### src/rtl/pipelined_checked_csa.sv
// rtl/pipelined_checked_csa.sv - two-stage duplicated carry-select adder with parity prediction, handshake and error counter
// Optional feature macro: PIPELINED_CHECKED_CSA_ERR_CNT_EN (builds the saturating error counter)
module pipelined_checked_csa #(
    parameter int WIDTH = 78,
    parameter int SPLIT = 40,
    parameter int CNT_W = 8
) (
    input  logic             clk,
    input  logic             rst,
    input  logic             in_valid,
    output logic             in_ready,
    input  logic [WIDTH-1:0] a,
    input  logic [WIDTH-1:0] b,
    input  logic             pa,
    input  logic             pb,
    input  logic             c_in,
    output logic             out_valid,
    input  logic             out_ready,
    output logic [WIDTH-1:0] s,
    output logic             c_out,
    output logic             ps,
    output logic             par_err,
    output logic             dup_err,
    input  logic             clr_cnt,
    output logic [CNT_W-1:0] err_cnt
);

    localparam int HI = WIDTH - SPLIT;

    // pipeline control
    logic v1;
    logic v2;
    logic adv1;
    logic adv2;

    assign adv2      = !v2 || out_ready;
    assign adv1      = !v1 || adv2;
    assign in_ready  = adv1;
    assign out_valid = v2;

    // stage 1 combinational: low-half sums on both rails
    logic [SPLIT-1:0] a_lo;
    logic [SPLIT-1:0] b_lo;
    logic [SPLIT:0]   lo_sum_p;
    logic [SPLIT:0]   lo_sum_d;
    logic             lo_cpar_n;
    logic             par1_n;

    assign a_lo = a[SPLIT-1:0];
    assign b_lo = b[SPLIT-1:0];

    // Primary rail is the plain sum; the duplicate rail adds the complemented
    // operands and complemented carry, which yields the complement of the
    // true (SPLIT+1)-bit sum without sharing any adder logic.
    assign lo_sum_p = {1'b0, a_lo} + {1'b0, b_lo} + {{SPLIT{1'b0}}, c_in};
    assign lo_sum_d = {1'b0, ~a_lo} + {1'b0, ~b_lo} + {{SPLIT{1'b0}}, ~c_in};

    // True per-bit carry-ins recovered from the duplicate rail (bit 0 is c_in)
    assign lo_cpar_n = ^(a_lo ^ b_lo ^ ~lo_sum_d[SPLIT-1:0]);
    assign par1_n    = pa ^ pb ^ (^(a ^ b));

    // stage 1 registers
    logic [SPLIT-1:0] lo_p;
    logic [SPLIT-1:0] lo_d;
    logic             co_p;
    logic             co_d;
    logic [HI-1:0]    a_hi;
    logic [HI-1:0]    b_hi;
    logic             papb;
    logic             cpar_lo;
    logic             perr1;

    // stage 1 valid: refill whenever the stage can advance
    always_ff @(posedge clk or posedge rst) begin
        if (rst) begin
            v1 <= 1'b0;
        end else if (adv1) begin
            v1 <= in_valid;
        end
    end

    // stage 1 data: capture only on an actual accept, otherwise hold
    always_ff @(posedge clk or posedge rst) begin
        if (rst) begin
            lo_p    <= '0;
            lo_d    <= '0;
            co_p    <= 1'b0;
            co_d    <= 1'b0;
            a_hi    <= '0;
            b_hi    <= '0;
            papb    <= 1'b0;
            cpar_lo <= 1'b0;
            perr1   <= 1'b0;
        end else if (adv1 && in_valid) begin
            lo_p    <= lo_sum_p[SPLIT-1:0];
            co_p    <= lo_sum_p[SPLIT];
            lo_d    <= lo_sum_d[SPLIT-1:0];
            co_d    <= lo_sum_d[SPLIT];
            a_hi    <= a[WIDTH-1:SPLIT];
            b_hi    <= b[WIDTH-1:SPLIT];
            papb    <= pa ^ pb;
            cpar_lo <= lo_cpar_n;
            perr1   <= par1_n;
        end
    end

    // stage 2 combinational: upper-half sums, each rail with its own carry
    logic [HI:0]      hi_sum_p;
    logic [HI:0]      hi_sum_d;
    logic [WIDTH-1:0] sum_p;
    logic [WIDTH-1:0] sum_d;
    logic             cout_p;
    logic             cout_d;
    logic             mism_n;
    logic             ps_n;

    // co_d is already the complement of the true carry, so feeding it as the
    // carry-in keeps the duplicate rail in complemented form
    assign hi_sum_p = {1'b0, a_hi} + {1'b0, b_hi} + {{HI{1'b0}}, co_p};
    assign hi_sum_d = {1'b0, ~a_hi} + {1'b0, ~b_hi} + {{HI{1'b0}}, co_d};

    assign sum_p  = {hi_sum_p[HI-1:0], lo_p};
    assign cout_p = hi_sum_p[HI];
    assign sum_d  = {hi_sum_d[HI-1:0], lo_d};
    assign cout_d = hi_sum_d[HI];

    // a healthy pair differs in every bit; any equal bit is a rail fault
    assign mism_n = (|(~(sum_p ^ sum_d))) || !(cout_p ^ cout_d);
    assign ps_n   = papb ^ cpar_lo ^ (^(a_hi ^ b_hi ^ ~hi_sum_d[HI-1:0]));

    // stage 2 valid: take stage 1 contents whenever the output slot frees
    always_ff @(posedge clk or posedge rst) begin
        if (rst) begin
            v2 <= 1'b0;
        end else if (adv2) begin
            v2 <= v1;
        end
    end

    // stage 2 result registers: hold while stalled so outputs stay stable
    always_ff @(posedge clk or posedge rst) begin
        if (rst) begin
            s       <= '0;
            c_out   <= 1'b0;
            ps      <= 1'b0;
            par_err <= 1'b0;
            dup_err <= 1'b0;
        end else if (adv2 && v1) begin
            s       <= sum_p;
            c_out   <= cout_p;
            ps      <= ps_n;
            par_err <= perr1;
            dup_err <= mism_n;
        end
    end

`ifdef PIPELINED_CHECKED_CSA_ERR_CNT_EN
    localparam logic [CNT_W-1:0] CNT_ONE = 1;

    logic [CNT_W-1:0] cnt;

    // saturating fault counter; clear has priority over a same-cycle increment
    always_ff @(posedge clk or posedge rst) begin
        if (rst) begin
            cnt <= '0;
        end else if (clr_cnt) begin
            cnt <= '0;
        end else if (v2 && out_ready && (par_err || dup_err) && (cnt != '1)) begin
            cnt <= cnt + CNT_ONE;
        end
    end

    assign err_cnt = cnt;
`else
    logic unused_clr;

    assign unused_clr = clr_cnt;
    assign err_cnt    = '0;
`endif

endmodule
### config.mk
export PLATFORM = sky130hd
export DESIGN_NAME = pipelined_checked_csa
export DESIGN_NICKNAME = d
export VERILOG_FILES = /design/src/rtl/pipelined_checked_csa.sv
export SDC_FILE = /design/constraint.sdc
export NUM_CORES = 1
export LEC_CHECK = 0
export ABC_AREA = 1
export CAP_MARGIN = 20
export CORE_ASPECT_RATIO = 0.9
export CORE_MARGIN = 1.5
export CORE_UTILIZATION = 30
export DETAILED_ROUTE_END_ITERATION = 10
export PLACE_DENSITY = 0.58
export SETUP_SLACK_MARGIN = 0.4
export SLEW_MARGIN = 0
export SYNTH_ARGS = -nofsm -noshare
export SYNTH_HDL_FRONTEND = slang
export SYNTH_SLANG_ARGS = --single-unit
### constraint.sdc
create_clock -name clk -period 9.3 [get_ports clk]
set_input_delay 1.395 -clock clk [delete_from_list [all_inputs] [get_ports clk]]
set_output_delay 1.395 -clock clk [all_outputs]
set_load 0.02 [all_outputs]
==> results of run 1 <==
-- layout by cell type (no fill, tap or decap), types with 5 or more instances in the layout --
master and instances:
a21o_1 10, a21oi_1 190, a21oi_2 11, a31oi_1 24, clkbuf_1 8, clkbuf_16 31, clkbuf_8 5, clkdlybuf4s50_1 246
clkinv_1 6, clkinv_2 6, clkinvlp_4 5, conb_1 8, dfrtp_1 245, fa_1 7, ha_1 173, inv_1 537
inv_2 23, nand2_1 1099, nand2_2 58, nand2_4 16, nand3_1 108, nand3_2 16, nand3_4 6, nand4_1 13
nor2_1 177, nor2_2 29, nor2_4 15, o21a_1 6, o21ai_0 250, o21ai_1 12, o21ai_2 6, o21bai_1 11
or2_2 23, xnor2_1 116, xor2_1 155
-- per-stage QoR --
| step | instances | power (uW) | util [%] | setup WS [ps] | hold WS, ps |
|---|---|---|---|---|---|
| CTS | 4737 | 6300 | 36.3 | 4620 | 483 |
| global route | 4738 | 6750 | 36.3 | 4300 | 501 |
| finish | 4738 | 6250 | 36.3 | 4540 | 473 |
| floorplan | 3466 | 3850 | - | 1180 | 467 |
| global placement | 4681 | 5040 | 35.0 | 4060 | 464 |
| detailed placement | 4681 | 5070 | 35.0 | 4010 | 466 |
-- worst min-delay path by stage --
stage	start	endpoint	slack, ps	depth (start not counted)
3_5_place_dp	s[35]	s[35]	470	2
3_3_place_gp	s[18]	s[18]	460	2
4_1_cts	s[2]	s[2]	480	2
6_report	s[2]	s[2]	470	2
5_1_grt	s[29]	s[29]	500	2
2_1_floorplan	lo_d[11]	lo_d[11]	470	2
-- power by group --
group | leakage, uW | switching, uW | internal (uW) | total [uW]
sequential | 0.00297 | 197 | 1360 | 1550
clock | 0.000476 | 484 | 704 | 1190
combinational | 0.0109 | 2230 | 1280 | 3510
total | 0.0143 | 2910 | 3350 | 6250
-- logic make-up after synthesis --
family / synth area share [%]
fa+ha+maj: 9.97
xor+xnor: 10.3
other cells: 0.0162
flops: 26.5
compound gates: 13.0
simple gates: 29.6
buf+inv: 10.5
-- metal layers --
layer  up-vias  global-route usage (%)
li1      11200                       -
met1      9844                    25.7
met2       519                    33.5
met3       118                    2.27
met4         0                    5.31
met5         -                       0
-- cell type report --
type                            instances  area, um2
Fill cell                            8299      48600
Multi-Input combinational cell       2587      14600
Sequential cell                       245       6130
Timing Repair Buffer                  252       2540
Inverter                              569       2150
Tap cell                             1029       1290
Clock buffer                           44        875
Clock inverter                         12        123
-- flip-flops by register name, summed over array words and instances, names as in the netlist --
register and cells:
s 78, lo_d 40, lo_p 40, a_hi 38, b_hi 38, c_out 1, co_d 1, co_p 1
cpar_lo 1, dup_err 1, out_valid 1, papb 1, par_err 1, perr1 1, ps 1, v1 1
-- worst max-delay path, stage by stage --
cell	delay [ps]
clkdlybuf4s50_1	400
inv_1	100
fa_1	380
inv_1	200
fa_1	440
nand2_1	80
nand3_1	120
a21oi_1	250
o21ai_1	170
a21boi_0	420
o21ai_1	270
a21oi_1	410
inv_1	150
a21oi_1	210
or2_1	120
a31oi_1	60
==> results.sh, run 1 <==
export IMPL_tightestPinTransition_ps=952
export IMPL_n_antenna_cell=0
export IMPL_worst_ep_arrival_time_ps=5180
export IMPL_synth_enable_flop_cells=0
export IMPL_root_buffer="clkbuf_16"
export IMPL_grt_overflow=0
export IMPL_crit_start="a[0]"
export IMPL_die_x_um=296
export IMPL_cp_required_ps=9730
export IMPL_worstRegToRegCells=16
export IMPL_status="finished, final reports clean"
export IMPL_finalSetupViolCount=0
export IMPL_rrSetupSlack_ps=5090
export IMPL_grt_max_degree=160
export IMPL_vdd_ir_drop_max_mv=0.136
export IMPL_finalWeightedCongestion=0.965
export IMPL_final_period_utilization_pct=51.1
export IMPL_postRouteAntennaNets=0
export IMPL_cp_end_kind="flip-flop"
export IMPL_p_leak_uw=0.0143
export IMPL_h_tree_depth=1
export IMPL_clk_pin_slew_ps=60
export IMPL_r2r_end="dup_err"
export IMPL_vias=21700
export IMPL_cts_num_sinks=245
export IMPL_io_pins=256
export IMPL_dieArea_um2=78700
export IMPL_dp_hpwl_um=64600
export IMPL_area_growth_pct=19.9
export IMPL_finalCriticalPeriod_ps=4760
export IMPL_syn_area_per_cell_um2=6.68
export IMPL_synth_cell_types=60
export IMPL_track_usage_pct=19.5
export IMPL_clk_latency_ps=590
export IMPL_ys_seq_elements=245
export IMPL_wl_met2_um=36500
export IMPL_cts_buffers=30
export IMPL_synth_most_common_cell="nand2_1"
export IMPL_vias_per_cell=4.57
export IMPL_core_area_um2=76300
export IMPL_ys_async_sr_fraction_pct=100
export IMPL_fmax_mhz=210
export IMPL_synth_top_area_share_pct=26.5
export IMPL_first_global_vias=21100
export IMPL_startpoint_type="input pin"
export IMPL_hold_class="reg -> reg"
export IMPL_relSlewSlack_pct=36.5
export IMPL_ys_flop_type="dfrtp_1"
export IMPL_dr_max_layer_used="met4"
export IMPL_dpl_cell_area_um2=26700
export IMPL_cts_resized=0
export IMPL_yosysSeqAreaShare_pct=26.5
export IMPL_rsz0062_at_grt="no"
export IMPL_antenna_found_initial=1
export IMPL_hold_violations=0
export IMPL_remaining_drc_errors=0
export IMPL_synth_top_area_cell="dfrtp_1"
export IMPL_yosysWarnings=0
export IMPL_fin_nets=4029
export IMPL_firstDrtPassIters=5
export IMPL_synth_area_leaders="dfrtp_1 (27%), nand2_1 (18%), ha_1 (9.4%)"
export IMPL_skew_ps=21.8
export IMPL_design_area_um2=27700
export IMPL_dieHeight_um=266
export IMPL_clockBufferDepth=3
export IMPL_drive_gt1_share_pct=7.31
export IMPL_grt_pass1_wl_um=119000
export IMPL_post_drt_wl_per_cell_um=16.3
export IMPL_worstSetupPathType="in -> reg"
export IMPL_synth_cells=3459
export IMPL_drv_slew=0
export IMPL_powerDensity_nw_per_um2=226
export IMPL_portBuffers=246
export IMPL_max_cap_violations=0
export IMPL_ys_top_cells_by_count="nand2_1 (1101), inv_1 (540), o21ai_0 (250)"
export IMPL_ctsHoldBuffers=0
export IMPL_r2r_start="co_p"
export IMPL_rows=96
export IMPL_endpoint="lo_p[30]"
export IMPL_synthesis_area_um2=23100
export IMPL_drtIter0Drc=1334
export IMPL_m1WireLength_um=35200
export IMPL_cp_max_fo=5
export IMPL_start_util_pct=30.3
export IMPL_wl_um=77400
export IMPL_tns_ps=0
export IMPL_post_cts_buffers=0
export IMPL_cts_tree="built"
export IMPL_wl_met3_um=3490
No activity file was read; power rests on OpenSTA's default activity.
==> inputs of run 2 (changes only) <==
==> constraint.sdc (replaced) <==
create_clock -name clk -period 4.75 [get_ports clk]
set_input_delay 0.7125 -clock clk [delete_from_list [all_inputs] [get_ports clk]]
set_output_delay 0.7125 -clock clk [all_outputs]
set_load 0.02 [all_outputs]
==> run 2 against run 1 <==
Against the previous run:
- worst setup slack lost 3800 ps
- flip-flop and latch count is the same
- wire length grew 2.3%
- clock skew grew 9.3 ps
- final area grew 1.0%
- highest routed layer unchanged
==> results.sh, run 2 (same netlist as run 1, synthesis figures left out) <==
export IMPL_hp_start="s[16]"
export IMPL_status="finished, final reports clean"
export IMPL_area_growth_pct=21.1
export IMPL_cp_max_fo=5
export IMPL_largest_reg_flops=78
export IMPL_root_buffer="clkbuf_16"
export IMPL_hold_class="reg -> reg"
export IMPL_io_pins=256
export IMPL_vias=21600
export IMPL_remaining_drc_errors=0
export IMPL_switching_share_pct=46.3
export IMPL_portBuffers=246
export IMPL_start_util_pct=30.3
export IMPL_hold_violations=0
export IMPL_h_tree_depth=2
export IMPL_drtIter0Drc=1172
export IMPL_worstRegToRegCells=16
export IMPL_core_area_um2=76300
export IMPL_worstSetupPathType="in -> reg"
export IMPL_hold_depth=2
export IMPL_finalWeightedCongestion=0.987
export IMPL_n_antenna_cell=0
export IMPL_final_period_utilization_pct=83.3
export IMPL_dieHeight_um=266
export IMPL_finalSetupViolCount=0
export IMPL_cts_buffers=35
export IMPL_reg_largest_list="s (78), lo_d (40), lo_p (40)"
export IMPL_vias_per_cell=4.55
export IMPL_max_cap_violations=0
export IMPL_grt_pass1_wl_um=121000
export IMPL_track_usage_pct=20.0
export IMPL_combPwrFrac_pct=54.7
export IMPL_grt_overflow=0
export IMPL_postRouteAntennaNets=0
export IMPL_hold_end="s[16]"
export IMPL_r2r_end="dup_err"
export IMPL_vdd_ir_drop_max_mv=0.246
export IMPL_ctsHoldBuffers=0
export IMPL_dieArea_um2=78700
export IMPL_switchingPower_uw=5820
export IMPL_antenna_found_initial=0
export IMPL_clk_pin_slew_ps=60
export IMPL_relSlewSlack_pct=28.1
export IMPL_finalCriticalPeriod_ps=3960
export IMPL_clk_latency_ps=570
export IMPL_cts_num_sinks=245
export IMPL_post_drt_wl_per_cell_um=16.6
export IMPL_dp_hpwl_um=65900
export IMPL_powerDensity_nw_per_um2=450
export IMPL_clockBufferDepth=3
export IMPL_fin_nets=4050
export IMPL_wl_um=79200
export IMPL_cp_end_kind="flip-flop"
export IMPL_die_x_um=296
export IMPL_rsz0062_at_grt="no"
export IMPL_fin_hold_ws_ps=478
export IMPL_rrSetupSlack_ps=830
export IMPL_worst_ep_arrival_time_ps=4340
export IMPL_top_register="s"
export IMPL_cts_tree="built"
export IMPL_pwr_share_clk_pct=21.1
export IMPL_tightestPinTransition_ps=1080
export IMPL_first_global_vias=21100
export IMPL_final_common_cell="nand2_1"
export IMPL_final_cell_mix="nand2_1 (1099), inv_1 (537), o21ai_0 (250), clkdlybuf4s50_1 (246), dfrtp_1 (245)"
export IMPL_drv_slew=0
export IMPL_firstDrtPassIters=5
export IMPL_grt_max_degree=122
export IMPL_internal_power_uw=6760
export IMPL_startpoint_type="input pin"
export IMPL_seqPwrFrac_pct=24.2
export IMPL_drive_gt1_share_pct=8.04
export IMPL_rows=96
export IMPL_p_leak_uw=0.0145
export IMPL_cp_required_ps=5130
export IMPL_skew_ps=31.1
export IMPL_tns_ps=0
export IMPL_fmax_mhz=253
export IMPL_r2r_start="co_p"
run 2: critical path, cell delays in order:
cell and delay, ps:
clkdlybuf4s50_1 390, inv_1 90, fa_1 340, inv_1 190
fa_1 430, nand2_1 70, nand3_1 110, a21oi_1 260
o21ai_1 160, a21boi_0 400, o21ai_1 250, a21oi_1 440
inv_1 110, a21oi_1 170, or2_1 120, a31oi_1 60
run 2: worst max-delay path by stage:
stage          startpoint  endpoint  slack [ps]  cells past startpoint
6_report             a[0]  lo_p[30]         790                     16
5_1_grt              co_p   dup_err         560                     16
3_3_place_gp         a[0]  lo_p[30]         350                     16
4_1_cts              co_p   dup_err         740                     16
2_1_floorplan         rst   a_hi[0]         820                      1
3_5_place_dp         a[0]  lo_p[30]         270                     16
run 2: routing by layer:
metal | vias up | wire length (um) | share of wire (%) | track usage [%]
met5 | - | 0 | 0 | 0
met4 | 0 | 1730 | 2.2 | 4.86
met3 | 94 | 3300 | 4.2 | 2.00
met2 | 455 | 37000 | 47 | 34.1
met1 | 9874 | 37200 | 47 | 27.1
li1 | 11200 | - | - | -
run 2: power groups by stage:
| stage | Combinational [uW] | Sequential (uW) | Clock, uW |
|---|---|---|---|
| 2_1_floorplan | 4190 | 3360 | 0 |
| 3_5_place_dp | 6870 | 3090 | 0 |
| 5_1_grt | 7610 | 3120 | 2820 |
| 3_3_place_gp | 6820 | 3080 | 0 |
| 4_1_cts | 6910 | 3060 | 2740 |
| 6_report | 6880 | 3050 | 2650 |
run 2: layout make-up:
class,instances,area [um2]
Tap cell,1029,1290
Fill cell,8333,48300
Clock buffer,43,966
Inverter,569,2140
Multi-Input combinational cell,2587,14600
Timing Repair Buffer,268,2670
Clock inverter,19,180
Sequential cell,245,6130
run 2: repair_timing:
| action | in CTS | in global routing |
|---|---|---|
| resized for setup | 0 | 1 |
| buffers inserted | 0 | 0 |
| setup endpoints to repair | 0 | 1 |
run 2: metrics by stage:
step	cells	area, um2	worst slack (ps)	power (uW)	util (%)
after CTS	4760	28000	742	12700	36.7
after floorplan	3466	23100	820	7540	-
after global placement	4698	26800	347	9900	35.2
after detailed placement	4698	26800	265	9960	35.2
after global routing	4760	28000	564	13500	36.7
final	4760	28000	792	12600	36.7
